===== src/rtl/perf_pkg.sv =====
// Register map and control/command bit positions for the perf-counter bank.
// The address mux and the software headers use the same offsets.
package perf_pkg;

  localparam int unsigned CTRL      = 'h00;
  localparam int unsigned EN        = 'h01;
  localparam int unsigned OVF       = 'h02;
  localparam int unsigned OVF_IE    = 'h03;
  localparam int unsigned CMD       = 'h04;
  localparam int unsigned CYCLE     = 'h05;
  localparam int unsigned CNT_BASE  = 'h08;
  localparam int unsigned SNAP_BASE = 'h10;
  localparam int unsigned SNAP_CYC  = 'h18;

  localparam int unsigned CTRL_ENABLE = 0;
  localparam int unsigned CTRL_FREEZE = 1;
  localparam int unsigned CMD_CLEAR   = 0;
  localparam int unsigned CMD_SNAP    = 1;

endpackage


===== src/rtl/perf_counter.sv =====
// 64-bit counter with clear > load > increment priority.
// wrap pulses in the cycle whose increment takes the count from all-ones to zero.
module perf_counter (
  input  logic        clk,
  input  logic        rst,
  input  logic        inc,
  input  logic        load,
  input  logic [63:0] load_val,
  input  logic        clr,
  output logic [63:0] count,
  output logic        wrap
);

  always_ff @(posedge clk or posedge rst) begin
    if (rst)
      count <= '0;
    else if (clr)
      count <= '0;
    else if (load)
      count <= load_val;
    else if (inc)
      count <= count + 64'd1;
  end

  assign wrap = inc & ~clr & ~load & (&count);

endmodule


===== src/rtl/perf_counter_bank.sv =====
// Memory-mapped performance-counter bank: event counters, cycle counter, overflow
// flags with interrupt, snapshot copies and a one-cycle registered read port.
module perf_counter_bank
  import perf_pkg::*;
#(
  parameter int N_CNT  = 8,
  parameter int ADDR_W = 6
) (
  input  logic              clk,
  input  logic              rst,
  input  logic [63:0]       ain,
  input  logic [63:0]       din,
  input  logic              wren,
  output logic [63:0]       dout,
  input  logic [N_CNT-1:0]  events,
  output logic              irq
);

  logic [ADDR_W-1:0] addr;
  logic [1:0]        ctrl;
  logic [N_CNT-1:0]  en;
  logic [N_CNT:0]    ovf;
  logic [N_CNT:0]    ovf_ie;
  logic [N_CNT:0]    ovf_clr;
  logic [N_CNT:0]    wrap;
  logic [N_CNT:0]    inc;
  logic [N_CNT:0]    load;
  logic [63:0]       cnt  [N_CNT+1];
  logic [63:0]       snap [N_CNT+1];
  logic              run;
  logic              cmd_wr;
  logic              clr_all;
  logic              snap_now;
  logic [63:0]       rd_data;
  logic              unused_addr;

  assign addr        = ain[ADDR_W-1:0];
  assign unused_addr = ^ain[63:ADDR_W];
  assign run         = ctrl[CTRL_ENABLE] & ~ctrl[CTRL_FREEZE];
  assign cmd_wr      = wren && (addr == ADDR_W'(CMD));
  assign clr_all     = cmd_wr & din[CMD_CLEAR];
  assign snap_now    = cmd_wr & din[CMD_SNAP];
  assign ovf_clr     = (wren && (addr == ADDR_W'(OVF))) ? din[N_CNT:0] : '0;

  // Slot N_CNT of every per-counter vector/array is the free-running cycle counter.
  always_comb begin
    inc  = '0;
    load = '0;
    for (int i = 0; i < N_CNT; i++) begin
      inc[i]  = events[i] & en[i] & run;
      load[i] = wren && (addr == ADDR_W'(CNT_BASE + i));
    end
    inc[N_CNT]  = run;
    load[N_CNT] = wren && (addr == ADDR_W'(CYCLE));
  end

  for (genvar g = 0; g <= N_CNT; g++) begin : g_cnt
    perf_counter u_cnt (
      .clk      (clk),
      .rst      (rst),
      .inc      (inc[g]),
      .load     (load[g]),
      .load_val (din),
      .clr      (clr_all),
      .count    (cnt[g]),
      .wrap     (wrap[g])
    );
  end

  // A wrap in the same cycle as a W1C of that bit keeps the flag set.
  always_ff @(posedge clk or posedge rst) begin
    if (rst) begin
      ctrl   <= '0;
      en     <= '0;
      ovf_ie <= '0;
      ovf    <= '0;
      irq    <= 1'b0;
    end else begin
      if (wren && (addr == ADDR_W'(CTRL)))   ctrl   <= din[1:0];
      if (wren && (addr == ADDR_W'(EN)))     en     <= din[N_CNT-1:0];
      if (wren && (addr == ADDR_W'(OVF_IE))) ovf_ie <= din[N_CNT:0];
      ovf <= (ovf & ~ovf_clr) | wrap;
      irq <= |(ovf & ovf_ie);
    end
  end

  always_ff @(posedge clk or posedge rst) begin
    if (rst) begin
      for (int i = 0; i <= N_CNT; i++) snap[i] <= '0;
    end else if (snap_now) begin
      for (int i = 0; i <= N_CNT; i++) snap[i] <= cnt[i];
    end
  end

  always_comb begin
    rd_data = '0;
    if (addr == ADDR_W'(CTRL))     rd_data = 64'(ctrl);
    if (addr == ADDR_W'(EN))       rd_data = 64'(en);
    if (addr == ADDR_W'(OVF))      rd_data = 64'(ovf);
    if (addr == ADDR_W'(OVF_IE))   rd_data = 64'(ovf_ie);
    if (addr == ADDR_W'(CYCLE))    rd_data = cnt[N_CNT];
    if (addr == ADDR_W'(SNAP_CYC)) rd_data = snap[N_CNT];
    for (int i = 0; i < N_CNT; i++) begin
      if (addr == ADDR_W'(CNT_BASE + i))  rd_data = cnt[i];
      if (addr == ADDR_W'(SNAP_BASE + i)) rd_data = snap[i];
    end
  end

  always_ff @(posedge clk or posedge rst) begin
    if (rst)
      dout <= '0;
    else
      dout <= rd_data;
  end

endmodule


===== config.mk =====
export PLATFORM = sky130hd
export DESIGN_NAME = perf_counter_bank
export DESIGN_NICKNAME = d
export VERILOG_FILES = /design/src/rtl/perf_pkg.sv /design/src/rtl/perf_counter.sv /design/src/rtl/perf_counter_bank.sv
export SDC_FILE = /design/constraint.sdc
export NUM_CORES = 2
export LEC_CHECK = 0
export ABC_CLOCK_PERIOD_IN_PS = 19800
export BUFFER_PORTS_ARGS = -buffer_cell sky130_fd_sc_hd__buf_2
export CORE_AREA = 2 2 305 534
export DETAILED_ROUTE_END_ITERATION = 8
export DIE_AREA = 0 0 307 536
export GPL_ROUTABILITY_DRIVEN = 0
export HOLD_SLACK_MARGIN = 0.12
export PLACE_DENSITY = 0.7
export SLEW_MARGIN = 20
export SYNTH_ARGS = -nofsm -noshare
export SYNTH_HDL_FRONTEND = slang
export SYNTH_HIERARCHICAL = 1
export SYNTH_SLANG_ARGS = --single-unit

===== constraint.sdc =====
create_clock -name clk -period 19.8 [get_ports clk]
set_clock_uncertainty 0.1 [all_clocks]
set_input_delay 0 -clock clk [delete_from_list [all_inputs] [get_ports clk]]
set_output_delay 0 -clock clk [all_outputs]
set_load 0.01 [all_outputs]

-- Word level (Yosys, flattened, before mapping)
Cells that the tools add are included.
- $add $sub $neg: 9
- eq/ne operators: 22
- mux-type cells: 50
- bitwise gates (word level): 61
- reductions and logical operators: 34
- operators with widths (kind ; number):
    2-to-1 mux 64 bit ; 48
    adder 64 x 1 -> 64 bit, second input constant ; 9
    AND reduction 64 bit ; 9
    equality test 6 x 5 -> 1 bit, second input constant ; 9
    equality test 6 x 4 -> 1 bit, second input constant ; 8
    AND 1 bit ; 46
    nonzero test 3 bit ; 9
    AND 9 bit ; 2
    logical AND 1 bit ; 14
    equality test 6 x 2 -> 1 bit, second input constant ; 2
    equality test 6 x 3 -> 1 bit, second input constant ; 2
    NOT 1 bit ; 11
    2-to-1 mux 9 bit ; 1
    NOT 9 bit ; 1
    OR 9 bit ; 1
    OR reduction 9 bit ; 1
    equality test 6 x 1 -> 1 bit, second input constant ; 1
    zero test 6 bit ; 1
    2-to-1 mux 2 bit ; 1
- bits in registers: 1245
- bits of input ports: 139
- output and inout port bits: 65

-- Depth between registers and ports, before layout
- depth after elaboration: 23
- depth in mapped cells: 12
- depth with buffers taken out: 7

-- Modules after synthesis
Netlist, hierarchy kept.
- modules (own cells, without submodules) (module ; times used ; cells each ; area each (µm²) ; seq. area each (µm²)):
    perf_counter_bank ; 1 ; 2933 ; 33318.2 ; 16741.1
    perf_counter (g_cnt[0].u_cnt ...) ; 8 ; 473 ; 4107.7 ; 1601.5
    perf_counter (g_cnt[4].u_cnt) ; 1 ; 461 ; 3966.3 ; 1601.5

-- Worst setup path before layout
OpenSTA, ideal clock, no wires.
- kind: register to register
- start: reg ctrl[1]
- end: reg g_cnt[4].u_cnt.count[60]
- library setup time: 99 ps
- arrival: 2762 ps
- path slack: 16838 ps
- cell stages (with the launch flop): 10
- path buffers: 2
- clock period less this slack: 2962 ps
- path through: dfrtp_1 > nor2b_1 > clkbuf_1 > and3_1 > clkbuf_2 > nand4_1 > nor4_1 > or4b_4 > or4_1 > a311oi_1
- longest elaborated chain between the ends: 4
- ends and longest elaborated chain (what ; line ; source):
    start, declared ; perf_counter_bank.sv:20 ; logic [1:0] ctrl;
    start signal, assigned ; perf_counter_bank.sv:79 ; if (wren && (addr == ADDR_W'(CTRL))) ctrl <= din[1:0];
    NOT 1 bit ; perf_counter_bank.sv:39 ; assign run = ctrl[CTRL_ENABLE] & ~ctrl[CTRL_FREEZE];
    AND 1 bit ; perf_counter_bank.sv:39 ;
    named net inc[8] ; perf_counter_bank.sv:26 ; logic [N_CNT:0] inc;
    AND 1 bit ; perf_counter_bank.sv:50 ; inc[i] = events[i] & en[i] & run;
    named net inc[4] ; perf_counter_bank.sv:26 ;
    nonzero test 3 bit (no source line) ; -- ;
    end signal, assigned ; perf_counter.sv:20 ; count <= load_val;
    end signal, assigned ; perf_counter.sv:22 ; count <= count + 64'd1;
    end, declared ; perf_counter.sv:10 ; output logic [63:0] count,
The timed path passes the listed nets, and every way through them passes these cells.
A chain may end at the register's enable or synchronous reset.

-- Final worst setup path
- start: reg ctrl[1]
- end: reg g_cnt[7].u_cnt.count[56]
- longest elaborated chain between the ends: 4
- ends and longest elaborated chain (what ; line):
    NOT 1 bit ; perf_counter_bank.sv:39
    AND 1 bit ; perf_counter_bank.sv:39
    AND 1 bit ; perf_counter_bank.sv:50
    named net inc[7] ; perf_counter_bank.sv:26
    nonzero test 3 bit (no source line) ; --
    end signal, assigned ; perf_counter.sv:20
    end signal, assigned ; perf_counter.sv:22
    end, declared ; perf_counter.sv:10
The timed path passes the listed nets, and every way through them passes these cells.

==> flow_summary_export.csv <==
group,metric,value,unit
clock_network,clockBufferDepth,3,
die,chipWidth,307,um
timing,finalCritPeriodShare,0.253,
timing,relSlewSlack,0.188,
final_layout,area_growth,10.7,%
setup_path,crit_slowest_cell,"nand3_1",
clock_network,cts_tree,"yes",
timing,fin_ws,14.79,ns
global_route,grt_overflow,0,
setup_path,crit_path_cell_trace,"nor2b_2 -> and3_1 -> nand4_1 -> nor3_1 -> buf_4 -> nand3_1 -> or4_1 -> a311oi_1",
final_layout,fill_cells,14700,
setup_path,cp-end-kind,"register",
status,violations,"design-rule violations",
synth,synth_edf_count,0,
timing,rsz0062_at_grt,"false",
clock_network,ctsHtreeMaxLevel,3,
global_route,grt_pass1_wl,440,mm
setup_path,start_kind,"register",
synth,async_flop_share,1.00,
timing,worst_hold_slack,0.114,ns
pwr,leakage,33.1,nW
global_route,grt_pass1_vias,63500,
timing,max_freq,200,MHz
die,dieArea,165000,sq um
synth,syn_area,70100,sq um
die,start_util,0.437,
synth,synth_seq_cells,1245,
drt,totalWireLength,306,mm
timing,fin_crit,5.01,ns
clock_network,clockRootBuffer,"clkbuf_16",
timing,hold_viol,0,
drt,ant_nets,0,
drt,firstDrtPassIters,9,
final_layout,nNetsFinal,7327,
drt,drt_iter0_drc,10700,
timing,tightest_slew,1.21,ns
clock_network,cts_setup_buffers,0,
drt,met1_length,101,mm
global_route,grt_start_max_net_pins,154,
synth,ys.flop_type,"dfrtp_1",
die,placementRows,195,
synth,synth_cells,7178,
timing,tns,0,ns
synth,ys.warnings.count,6,
pwr,ir_drop,0.0000710,V
hold_path,min_path_type,"primary input to register",
placed_design,portBuffers,145,
setup_path,cp_max_fo,19,
die,die_y,536,um
placed_design,dpl.cell_count,8998,
clock_network,cts_buffers,113,
synth,ys_seq_area_frac,0.444,
synth,ys_types,90,
drt,route.detailed.drc,1,
global_route,antenna_found_initial,29,
die,core_area,161000,sq um
job,drv_cap,0,
setup_path,arrival,5.57,ns
drt,wl_met2,139,mm
timing,setup_viol,0,
final_layout,ff_latch_area,31200,sq um
pwr,power.density,85.0,nW/um^2
clock_network,clock_sinks,1245,
global_route,grt_usage,0.366,
drt,wl_per_cell,32.7,um
clock_network,clk_latency,0.80,ns
setup_path,worstPathRequired,20.37,ns
synth,synth_nets,7326,
drt,wl_met3,32.8,mm
drt,top_layer_used,"met5",
status,status,"finished, violations left",
die,io_pins,204,
final_layout,instances_no_fill,9373,
setup_path,critical_path_class,"register to register",
final_layout,drive_gt1_frac,0.171,
setup_path,max_stage_delay,0.83,ns
drt,via_count,66800,
drt,via_per_inst,7.13,
placed_design,dpl.hpwl,213,mm
timing,drv_slew,0,
clock_network,clk_pin_slew,0.07,ns
final_layout,multi_input_area,36300,sq um
synth,synth_area_per_cell,9.77,sq um
placed_design,pre_cts_slack,14.54,ns
==> registers in the layout, indices dropped and copies added (netlist names) <==
register,count
ctrl,2
g_cnt.u_cnt/count,576
irq,1
dout,64
snap,576
ovf,9
ovf_ie,9
en,8
==> worst max-delay path: cells and delay by family, from the launching register on <==
kind / cells / cell delay [ns]
buffers and inverters: 1 / 0.29
AND/OR/NAND/NOR: 6 / 3.71
flip-flops: 1 / 0.40
AO/OA/AOI/OAI: 1 / 0.32
==> per-stage QoR <==
stage,instance area [sq um],total power [W],utilization
CTS,77500,0.00654,0.483
detailed placement,72500,0.00426,0.451
global placement,72500,0.00420,0.451
finish,77700,0.00660,0.484
floorplan,70100,0.00386,-
global route,77600,0.00682,0.484
==> final cells by class <==
| type | count | area share |
|---|---|---|
| Multi-Input combinational cell | 5255 | 0.467 |
| Sequential cell | 1245 | 0.401 |
| Timing Repair Buffer | 442 | 0.0427 |
| Clock buffer | 146 | 0.0406 |
| Tap cell | 2068 | 0.0333 |
| Clock inverter | 66 | 0.00781 |
| Inverter | 122 | 0.00612 |
| Antenna cell | 29 | 0.000934 |
==> cells in the final DEF (no fill, tap or decap), types with 60 or more instances in the layout <==
master / count
dfrtp_1: 1245
a311oi_1: 151
nand2_1: 359
dlygate4sd3_1: 132
or4_1: 77
nor3_1: 137
xnor2_1: 236
xor2_1: 109
buf_2: 145
or3_1: 60
clkbuf_16: 115
inv_1: 95
nor4_1: 121
o21ai_0: 191
buf_4: 161
a211oi_1: 294
nand3_1: 341
a22oi_1: 170
nand4_1: 316
a21oi_1: 211
nor2_1: 756
and4_1: 122
and3_1: 178
mux2_2: 601
o22ai_1: 75
o31ai_1: 70
==> timing repair <==
action | 4_1_cts | 5_1_grt
endpoints found under the hold margin | 1299 | 4
hold buffers | 130 | 2
gates resized for setup | 0 | 0
==> logic make-up after synthesis <==
family / after synthesis / share of synthesized area
compound gates: 1563 / 0.162
xor+xnor: 345 / 0.0431
fa+ha+maj: 9 / 0.00161
buf+inv: 678 / 0.0414
flops: 1245 / 0.444
mux: 633 / 0.101
simple gates: 2705 / 0.207
==> power breakdown <==
| part | total [W] | switching, W | internal [W] |
|---|---|---|---|
| Clock | 0.00230 | 0.00109 | 0.00121 |
| Sequential | 0.00341 | 0.000556 | 0.00286 |
| Combinational | 0.000885 | 0.000474 | 0.000411 |
| Total | 0.00660 | 0.00212 | 0.00448 |
==> cell usage after synthesis, types with 20 or more instances <==
cell type  count  area share
a211oi_1     294       0.031
xor2_1       109       0.014
nor3_1       137      0.0098
nor2b_1       29      0.0026
a22o_1        20      0.0025
or4_1         77      0.0082
a22oi_1      170       0.018
clkbuf_1     317       0.017
a221oi_1      51      0.0064
a222oi_1      33      0.0047
buf_1         68      0.0036
a31oi_1       35      0.0031
inv_1        105      0.0056
dfrtp_1     1245        0.44
and4_1       122       0.015
a21oi_1      211       0.015
mux2_2       601       0.096
buf_2        140       0.010
a221o_1       20      0.0029
o22ai_1       75      0.0067
xnor2_1      236       0.029
o21ai_0      192       0.014
a311oi_1     151       0.019
nand3_1      344       0.025
o31ai_1       70      0.0075
nand2b_1      21      0.0019
a2111oi_0     47      0.0059
mux2i_1       31      0.0044
nor4_1       124       0.011
nand2_1      364       0.019
nor2_1       773       0.041
and2_1        28      0.0025
or3_1         60      0.0054
nand4_1      316       0.028
and3_1       179       0.016
==> path summary, 6_finish.rpt <==
kind                                            endpoint  cells after the start  slack [ns]       from
worst max-delay path            g_cnt[7].u_cnt/count[56]                      8       14.79    ctrl[1]
worst min-delay path            g_cnt[0].u_cnt/count[11]                      4        0.11    din[11]
worst max register to register  g_cnt[7].u_cnt/count[56]                      8       14.79    ctrl[1]
worst min register to register                 snap[482]                      1        0.40  snap[482]
max in group asynchronous                      snap[124]                      7       16.25        rst
min in group asynchronous                       snap[86]                      4        0.45        rst
==> layer usage <==
| layer | GRT usage | vias up |
|---|---|---|
| li1 | - | 27300 |
| met1 | 0.417 | 32800 |
| met2 | 0.582 | 5090 |
| met3 | 0.0842 | 1579 |
| met4 | 0.312 | 16 |
| met5 | 0 | - |
No activity file was read; power rests on OpenSTA's default activity.
